$ cat config.mk
export PLATFORM = sky130hd
export DESIGN_NAME = div_iter
export DESIGN_NICKNAME = d
export VERILOG_FILES = /design/src/rtl/div_pkg.sv /design/src/rtl/div_step.sv /design/src/rtl/div_iter.sv
export SDC_FILE = /design/constraint.sdc
export NUM_CORES = 1
export LEC_CHECK = 0
export ABC_CLOCK_PERIOD_IN_PS = 5500
export BUFFER_PORTS_ARGS = -buffer_cell sky130_fd_sc_hd__clkbuf_2
export CAP_MARGIN = 25
export CORE_MARGIN = 3
export CORE_UTILIZATION = 24
export CTS_CLUSTER_DIAMETER = 50
export DETAILED_ROUTE_END_ITERATION = 8
export GPL_TIMING_DRIVEN = 0
export PLACE_DENSITY = 0.45
export SLEW_MARGIN = 10
export SYNTH_ARGS = -nofsm -noshare
export SYNTH_HDL_FRONTEND = slang
export SYNTH_SLANG_ARGS = --single-unit
export TNS_END_PERCENT = 30
$ cat constraint.sdc
create_clock -name clk -period 5.5 [get_ports clk]
set_input_delay 0.825 -clock clk [delete_from_list [all_inputs] [get_ports clk]]
set_output_delay 0.825 -clock clk [all_outputs]
set_load 0.005 [all_outputs]
$ cat src/rtl/div_pkg.sv
`default_nettype none
// ============================================================================
// Module   : div_pkg
// Brief    : Shared types and constants for the iterative divider.
// Revision : 1.0 - initial release
// ============================================================================
package div_pkg;

  // Default operand width of the Execute-stage divider
  localparam int DIV_WIDTH = 32;

  // Divide-by-zero quotient is all ones; the bit form lets any width use it
  localparam logic                 DIV0_QUOT_BIT = 1'b1;
  localparam logic [DIV_WIDTH-1:0] DIV0_QUOT     = {DIV_WIDTH{DIV0_QUOT_BIT}};

  // Divider sequencing states
  typedef enum logic [1:0] {
    ST_IDLE = 2'd0,
    ST_RUN  = 2'd1,
    ST_FIX  = 2'd2,
    ST_DONE = 2'd3
  } div_state_e;

endpackage : div_pkg
`default_nettype wire

$ cat src/rtl/div_step.sv
`default_nettype none
// ============================================================================
// Module   : div_step
// Brief    : One combinational restoring-division step.
// Revision : 1.0 - initial release
// ============================================================================
module div_step #(
  parameter int WIDTH = 32
) (
  input  logic [WIDTH:0]   rem_i,   // partial remainder
  input  logic [WIDTH-1:0] div_i,   // divisor magnitude
  input  logic             bit_i,   // next dividend bit, MSB first
  output logic [WIDTH:0]   rem_o,   // updated partial remainder
  output logic             q_o      // quotient bit produced this step
);

  logic [WIDTH+1:0] w_trial;
  logic [WIDTH+1:0] w_diff;

  // Shift in the dividend bit, trial-subtract, restore when it goes negative
  always_comb begin
    w_trial = {rem_i, bit_i};
    w_diff  = w_trial - {2'b00, div_i};
    q_o     = ~w_diff[WIDTH+1];
    rem_o   = q_o ? w_diff[WIDTH:0] : w_trial[WIDTH:0];
  end

endmodule : div_step
`default_nettype wire

$ cat src/rtl/div_iter.sv
`default_nettype none
// ============================================================================
// Module   : div_iter
// Brief    : Iterative radix-2 signed/unsigned divider for DIV/DIVU with
//            pipeline stall, hold and flush handling.
// Revision : 1.0 - initial release
// ============================================================================
module div_iter
  import div_pkg::*;
#(
  parameter int WIDTH = DIV_WIDTH
) (
  input  logic               clk,
  input  logic               resetn,
  input  logic               start_i,
  input  logic               signed_i,
  input  logic [WIDTH-1:0]   a_i,
  input  logic [WIDTH-1:0]   b_i,
  input  logic               cancel_i,
  input  logic               hold_i,
  output logic               stall_o,
  output logic               ready_o,
  output logic [2*WIDTH-1:0] result_o
);

  localparam int CNT_W = 6;
  localparam logic [CNT_W-1:0] c_last_step = CNT_W'(WIDTH - 1);

  div_state_e         state_q,  state_d;
  logic [CNT_W-1:0]   cnt_q,    cnt_d;
  logic [WIDTH:0]     rem_q,    rem_d;
  logic [WIDTH-1:0]   dvd_q,    dvd_d;    // dividend shifts out, quotient shifts in
  logic [WIDTH-1:0]   div_q,    div_d;
  logic               qsign_q,  qsign_d;
  logic               rsign_q,  rsign_d;
  logic [2*WIDTH-1:0] result_q, result_d;

  logic [WIDTH:0]     w_step_rem;
  logic               w_step_q;
  logic [WIDTH-1:0]   w_a_abs;
  logic [WIDTH-1:0]   w_b_abs;
  logic [WIDTH-1:0]   w_quot_fix;
  logic [WIDTH-1:0]   w_rem_fix;
  logic               unused_rem_msb;

  div_step #(
    .WIDTH (WIDTH)
  ) u_step (
    .rem_i (rem_q),
    .div_i (div_q),
    .bit_i (dvd_q[WIDTH-1]),
    .rem_o (w_step_rem),
    .q_o   (w_step_q)
  );

  // The final remainder is below the divisor, so its top bit is always zero
  assign unused_rem_msb = rem_q[WIDTH];

  // Operand magnitudes and sign-corrected results; negation truncates, which
  // makes the most-negative / -1 overflow come out right without a special case
  always_comb begin
    w_a_abs    = (signed_i && a_i[WIDTH-1]) ? -a_i : a_i;
    w_b_abs    = (signed_i && b_i[WIDTH-1]) ? -b_i : b_i;
    w_quot_fix = qsign_q ? -dvd_q : dvd_q;
    w_rem_fix  = rsign_q ? -rem_q[WIDTH-1:0] : rem_q[WIDTH-1:0];
  end

  // State register and datapath registers
  always_ff @(posedge clk or negedge resetn) begin
    if (!resetn) begin
      state_q  <= ST_IDLE;
      cnt_q    <= '0;
      rem_q    <= '0;
      dvd_q    <= '0;
      div_q    <= '0;
      qsign_q  <= 1'b0;
      rsign_q  <= 1'b0;
      result_q <= '0;
    end else begin
      state_q  <= state_d;
      cnt_q    <= cnt_d;
      rem_q    <= rem_d;
      dvd_q    <= dvd_d;
      div_q    <= div_d;
      qsign_q  <= qsign_d;
      rsign_q  <= rsign_d;
      result_q <= result_d;
    end
  end

  // Next-state and datapath update; a flush abandons everything else
  always_comb begin
    state_d  = state_q;
    cnt_d    = cnt_q;
    rem_d    = rem_q;
    dvd_d    = dvd_q;
    div_d    = div_q;
    qsign_d  = qsign_q;
    rsign_d  = rsign_q;
    result_d = result_q;

    if (cancel_i) begin
      state_d = ST_IDLE;
    end else begin
      case (state_q)
        ST_IDLE: begin
          if (start_i) begin
            dvd_d   = w_a_abs;
            div_d   = w_b_abs;
            rem_d   = '0;
            cnt_d   = '0;
            qsign_d = signed_i & (a_i[WIDTH-1] ^ b_i[WIDTH-1]);
            rsign_d = signed_i & a_i[WIDTH-1];
            if (b_i == '0) begin
              result_d = {a_i, {WIDTH{DIV0_QUOT_BIT}}};
              state_d  = ST_DONE;
            end else begin
              state_d  = ST_RUN;
            end
          end
        end
        ST_RUN: begin
          rem_d = w_step_rem;
          dvd_d = {dvd_q[WIDTH-2:0], w_step_q};
          cnt_d = cnt_q + 1'b1;
          if (cnt_q == c_last_step) begin
            state_d = ST_FIX;
          end
        end
        ST_FIX: begin
          result_d = {w_rem_fix, w_quot_fix};
          state_d  = ST_DONE;
        end
        ST_DONE: begin
          if (!hold_i) begin
            state_d = ST_IDLE;
          end
        end
        default: state_d = ST_IDLE;
      endcase
    end
  end

  assign stall_o  = start_i & ~cancel_i & (state_q != ST_DONE);
  assign ready_o  = (state_q == ST_DONE);
  assign result_o = result_q;

endmodule : div_iter
`default_nettype wire

# Yosys cells after proc, flatten, opt, wreduce, memory -nomap -nowiden
# Cells that the tools add are included.
[word_totals] ff_bits=171 input_bits=70 out_inout_bits=66 elab_cells=61
[op_classes] add_sub_neg=6 eq_ne=10 n_mux=20 n_bitwise=7 n_reduce_logical=10
[op_table] operator="$mux 32" count=5
[op_table] operator="$mux 64" count=2
[op_table] operator="$neg 32->32" count=4
[op_table] operator="$pmux 64 s2" count=1
[op_table] operator="$mux 33" count=2
[op_table] operator="$pmux 33 s2" count=1
[op_table] operator="$pmux 32 s2" count=1
[op_table] operator="$sub 34x32->34" count=1
[op_table] operator="$logic_not 32->1" count=1
[op_table] operator="$pmux 6 s2" count=1
[op_table] operator="$mux 2" count=5
[op_table] operator="$ne 3x3->1 const B" count=3
[op_table] operator="$reduce_and 3->1" count=3
[op_table] operator="$pmux 2 s4" count=1
[op_table] operator="$add 6x1->6 const B" count=1
[op_table] operator="$eq 6x5->1 const B" count=1
[op_table] operator="$mux 6" count=1
[op_table] operator="$ne 2x2->1 const B" count=3
[op_table] operator="$and 1x1->1" count=4
[op_table] operator="$eq 2x2->1 const B" count=2
[op_table] operator="$reduce_and 4->1" count=1
[op_table] operator="$reduce_bool 2->1" count=2
[op_table] operator="$eq 2x1->1 const B" count=1
[op_table] operator="$logic_and 1x1->1" count=2
[op_table] operator="3 further kinds" count=4

# Longest topological paths before layout
[logic_depth] depth_word=5 ltp_mapped=13 depth_no_buf=13

# By module
# Synthesis repeated with hierarchy kept, for this count alone.
[unflattened] hier_cells=1466 area_unflattened_um2=12258.0
[modules_own_cells] mod="div_iter" n_inst=1 cells_each=1160 area_per_inst_um2=10044.6 seq_area_each_um2=4279.1
[modules_own_cells] mod="div_step" n_inst=1 cells_each=306 area_per_inst_um2=2213.4 seq_area_each_um2=0.0

# Least setup slack after synthesis
# OpenSTA, ideal clock, no wires.
[synth_path] path_type="input to register" startpoint="in b_i[17]" endpoint="reg result_q[43] (netlist: result_o[43])" setup_ps=129 arrival_time_ps=2952 required_time_ps=5371 path_slack_ps=2419 cell_stages=12 n_path_buf=3 cell_sequence="or4_4 -> nor4_4 -> nand3b_2 -> nor3_2 -> and2_2 -> nand4b_1 -> o32a_1 -> buf_6 -> buf_6 -> buf_6 -> nand2_1 -> o21ai_1"
[synth_between] elab_chain_cells=3
[synth_rtl] item="from (decl)" line="div_iter.sv:18" rtl="input logic [WIDTH-1:0] b_i,"
[synth_rtl] item="$logic_not 32->1" line="div_iter.sv:114" rtl="if (b_i == '0) begin"
[synth_rtl] item="$ne 2x2->1 (no line)"
[synth_rtl] item="$reduce_and 4->1 (no line)"
[synth_rtl] item="to (signal assigned)" line="div_iter.sv:87" rtl="result_q <= result_d;"
[synth_rtl] item="to (decl)" line="div_iter.sv:36" rtl="logic [2*WIDTH-1:0] result_q, result_d;"
# Every way passes these cells.
# A chain may end at the register's enable or synchronous reset.

# Worst setup path in the final report
[layout_path] startpoint="reg rem_q[5]" endpoint="reg rem_q[27]"
[layout_between] elab_chain_cells=3
[layout_rtl] item="from (decl)" line="div_iter.sv:31" rtl="logic [WIDTH:0] rem_q, rem_d;"
[layout_rtl] item="from (signal assigned)" line="div_iter.sv:82" rtl="rem_q <= rem_d;"
[layout_rtl] item="$sub 34x32->34" line="div_step.sv:23" rtl="w_diff = w_trial - {2'b00, div_i};"
[layout_rtl] item="$mux 33" line="div_step.sv:25" rtl="rem_o = q_o ? w_diff[WIDTH:0] : w_trial[WIDTH:0];"
[layout_rtl] item="$pmux 33 s2" line="div_iter.sv:105" rtl="case (state_q)"
# Every way passes these cells.

==> flow_summary.json <==
{
  "status": "completed",
  "routed_wl_mm": 40.5,
  "endpoint_kind": "flop",
  "globalplace.congestion": 0.837,
  "vdd_drop_max_mv": 0.250,
  "required_ps": 5880,
  "cts_root_buf": "clkbuf_16",
  "die_h_um": 228,
  "fmax_ghz": 0.260,
  "drv_slew": 0,
  "crit_top_cell": "nand2_1",
  "final_layout_size_suffix_gt1_frac": 0.132,
  "grt_pass1_vias": 10982,
  "dr.pass1.iters": 5,
  "r2r_setup_slack_ps": 1660,
  "crit_slowest_cell": "clkbuf_1",
  "cts.path.max_buffers": 2,
  "fillers": 5337,
  "hold_path.class": "input pin to asynchronous set/reset pin",
  "place_inst": 2242,
  "whs_ps": 247,
  "setup_viol": 0,
  "row_count": 80,
  "synth_cells": 1449,
  "drc": 0,
  "synth.avg_cell_area_um2": 8.17,
  "period_share": 0.698,
  "antenna_left": 0,
  "grt_max_degree": 77,
  "gr-total-overflow": 0,
  "ys_seq_area_frac": 0.362,
  "fin_worst_skew_ps": 10.6,
  "wl_per_cell_um": 17.8,
  "initial_utilization": 0.245,
  "cts_buffers": 17,
  "worst_path_largest_cell_delay_ps": 540,
  "arrival_ps": 4220,
  "finalSetupTns_ps": 0,
  "slew_headroom": 0.445,
  "path_cells": "ha_1 -> a211oi_1 -> nor2_1 -> o311ai_1 -> nand2_1 -> a21oi_1 -> a31oi_4 -> xnor2_1 -> clkbuf_1 -> a32oi_1 -> nand2_1",
  "crit_type": "flop to flop",
  "yosysTopAreaCellShare": 0.362,
  "grt_pass1_wl_mm": 63.4,
  "rr_worst_depth": 11,
  "syn_to_final_growth_pct": 18.0,
  "p_leak_nw": 6.32,
  "clock_latency_ps": 460,
  "die-area_mm2": 0.0520,
  "cts_resized": 0,
  "synth_commonest_cells": "nand2_1 (216), dfrtp_1 (171), o21ai_0 (164)",
  "crit_fanout": 10,
  "grt_util_all_layers": 0.155,
  "multi_input_area_mm2": 0.00697,
  "period_needed_ps": 3840,
  "via_per_inst": 4.74,
  "synthesis.nets": 1561,
  "post-synth-top-area-cell": "dfrtp_1",
  "place_hpwl_mm": 32.4,
  "critPathLaunchType": "flop",
  "nNetsFinal": 1717,
  "post_cts_buffers": 0,
  "htree_levels": 4,
  "cts_tree": "built",
  "yosys_warnings": 0,
  "tightest_slew_ps": 833,
  "post-synth-top-count-cell": "nand2_1",
  "ys_ff_latch": 171,
  "fp.coreArea_mm2": 0.0482,
  "synth-edff-count": 0,
  "clock-sinks": 171,
  "vias": 10769,
  "rr_startpoint": "rem_q[5]$_DFFE_PN0P_",
  "worst_r2r_endpoint": "rem_q[27]$_DFFE_PN0P_",
  "pin_count": 136,
  "clk_pin_slew_ps": 70,
  "cellPowerDensity_mw_per_mm2": 612,
  "antenna_found_initial": 3,
  "drt_iter0_drc": 679,
  "power_mw": 8.55,
  "synthFlopType": "dfrtp_1",
  "fp.dieW_um": 228,
  "hold_buffers": 0,
  "numPortBuffers": 134,
  "seq_area_mm2": 0.00428,
  "finalHoldViolCount": 0,
  "synthArstFlopShare": 1.00,
  "antenna_cells": 0,
  "synth_area_mm2": 0.0118,
  "maxCapViolCount": 0,
  "fin_cells": 2273,
  "rsz0062_at_grt": "no",
  "ys_types": 74,
  "ys_top_cells_by_area": "dfrtp_1 (36%), o21ai_0 (6.9%), nand2_1 (6.9%)"
}
[worst max-delay path by stage]
| stage | endpoint | cells past startpoint | startpoint | slack [ps] |
|---|---|---|---|---|
| after floorplan | result_o[43]$_DFFE_PN0P_ | 12 | b_i[17] | 2420 |
| after global placement | result_o[4]$_DFFE_PN0P_ | 1 | resetn | 140 |
| after detailed placement | result_o[44]$_DFFE_PN0P_ | 14 | b_i[4] | 1560 |
| after CTS | rem_q[27]$_DFFE_PN0P_ | 11 | rem_q[5]$_DFFE_PN0P_ | 1600 |
| after global routing | rem_q[27]$_DFFE_PN0P_ | 11 | rem_q[5]$_DFFE_PN0P_ | 1330 |
| final | rem_q[27]$_DFFE_PN0P_ | 11 | rem_q[5]$_DFFE_PN0P_ | 1660 |
[where the power goes]
part           total, mW  switching (mW)  leakage, nW  internal, mW
clock network       1.20           0.571        0.262         0.630
logic               4.96            3.02         3.87          1.94
registers           2.39           0.589         2.19          1.80
[logic make-up (layout without fill, tap and decap cells)]
kind of cell,Yosys count,after routing,synth area share
multiplexers,16,16,0.0135
flip-flops,171,171,0.362
AO/OA/AOI/OAI,455,455,0.230
XOR/XNOR,145,145,0.108
AND/OR/NAND/NOR,481,481,0.192
buffers and inverters,139,307,0.0494
adder cells (fa/ha/maj),42,42,0.0450
[worst max-delay path: cells and delay by family (launching register included)]
kind	cells	cell delay (ps)
compound gates	5	1340
buf+inv	1	540
xor+xnor	1	530
simple gates	3	480
flops	1	460
fa+ha+maj	1	400
[registers in the layout, indices dropped and copies added (netlist names)]
| register | flops |
|---|---|
| result_o | 64 |
| rem_q | 33 |
| div_q | 32 |
| dvd_q | 32 |
| cnt_q | 6 |
| state_q | 2 |
| qsign_q | 1 |
| rsign_q | 1 |
[cells in the final DEF (no fill, tap or decap), types with 6 or more instances in the layout]
master	count
nor4_1	8
o21ai_0	164
or4_1	7
xor2_1	78
nand2b_1	11
clkbuf_1	65
nand3_1	67
a32oi_1	10
clkbuf_16	17
a31oi_1	8
xnor2_1	66
o21a_1	7
or3_1	23
nand2_1	216
clkbuf_2	133
nor2b_1	8
a21o_1	40
a211oi_1	6
o31ai_1	20
dfrtp_1	171
o21ai_1	21
mux2i_1	16
buf_2	9
nor2_1	68
a21oi_1	124
buf_6	7
o41ai_1	10
ha_1	41
inv_1	56
or2_2	10
nor3_1	23
[layer usage]
| metal | GRT usage | part of all wire |
|---|---|---|
| met5 | 0 | 0.00054 |
| met4 | 0.0483 | 0.026 |
| met3 | 0.0299 | 0.041 |
| met1 | 0.203 | 0.46 |
| met2 | 0.257 | 0.47 |
[final cells by class]
type	count	share of cell area
clock inverters	14	0.00995
plain buffers	83	0.0268
multi-input cells	1139	0.499
clock buffers	17	0.0305
well taps	656	0.0588
inverters	56	0.0151
flip-flops and latches	171	0.307
repair buffers	137	0.0530
[stage by stage]
step	worst slack [ps]	area [µm²]	util
6_report	1660	14000	0.289
5_1_grt	1330	14000	0.289
4_1_cts	1600	14000	0.289
3_5_place_dp	1560	13400	0.278
3_3_place_gp	140	13300	0.276
2_1_floorplan	2420	11800	-
Note: power is estimated with default switching activity, not from simulation.
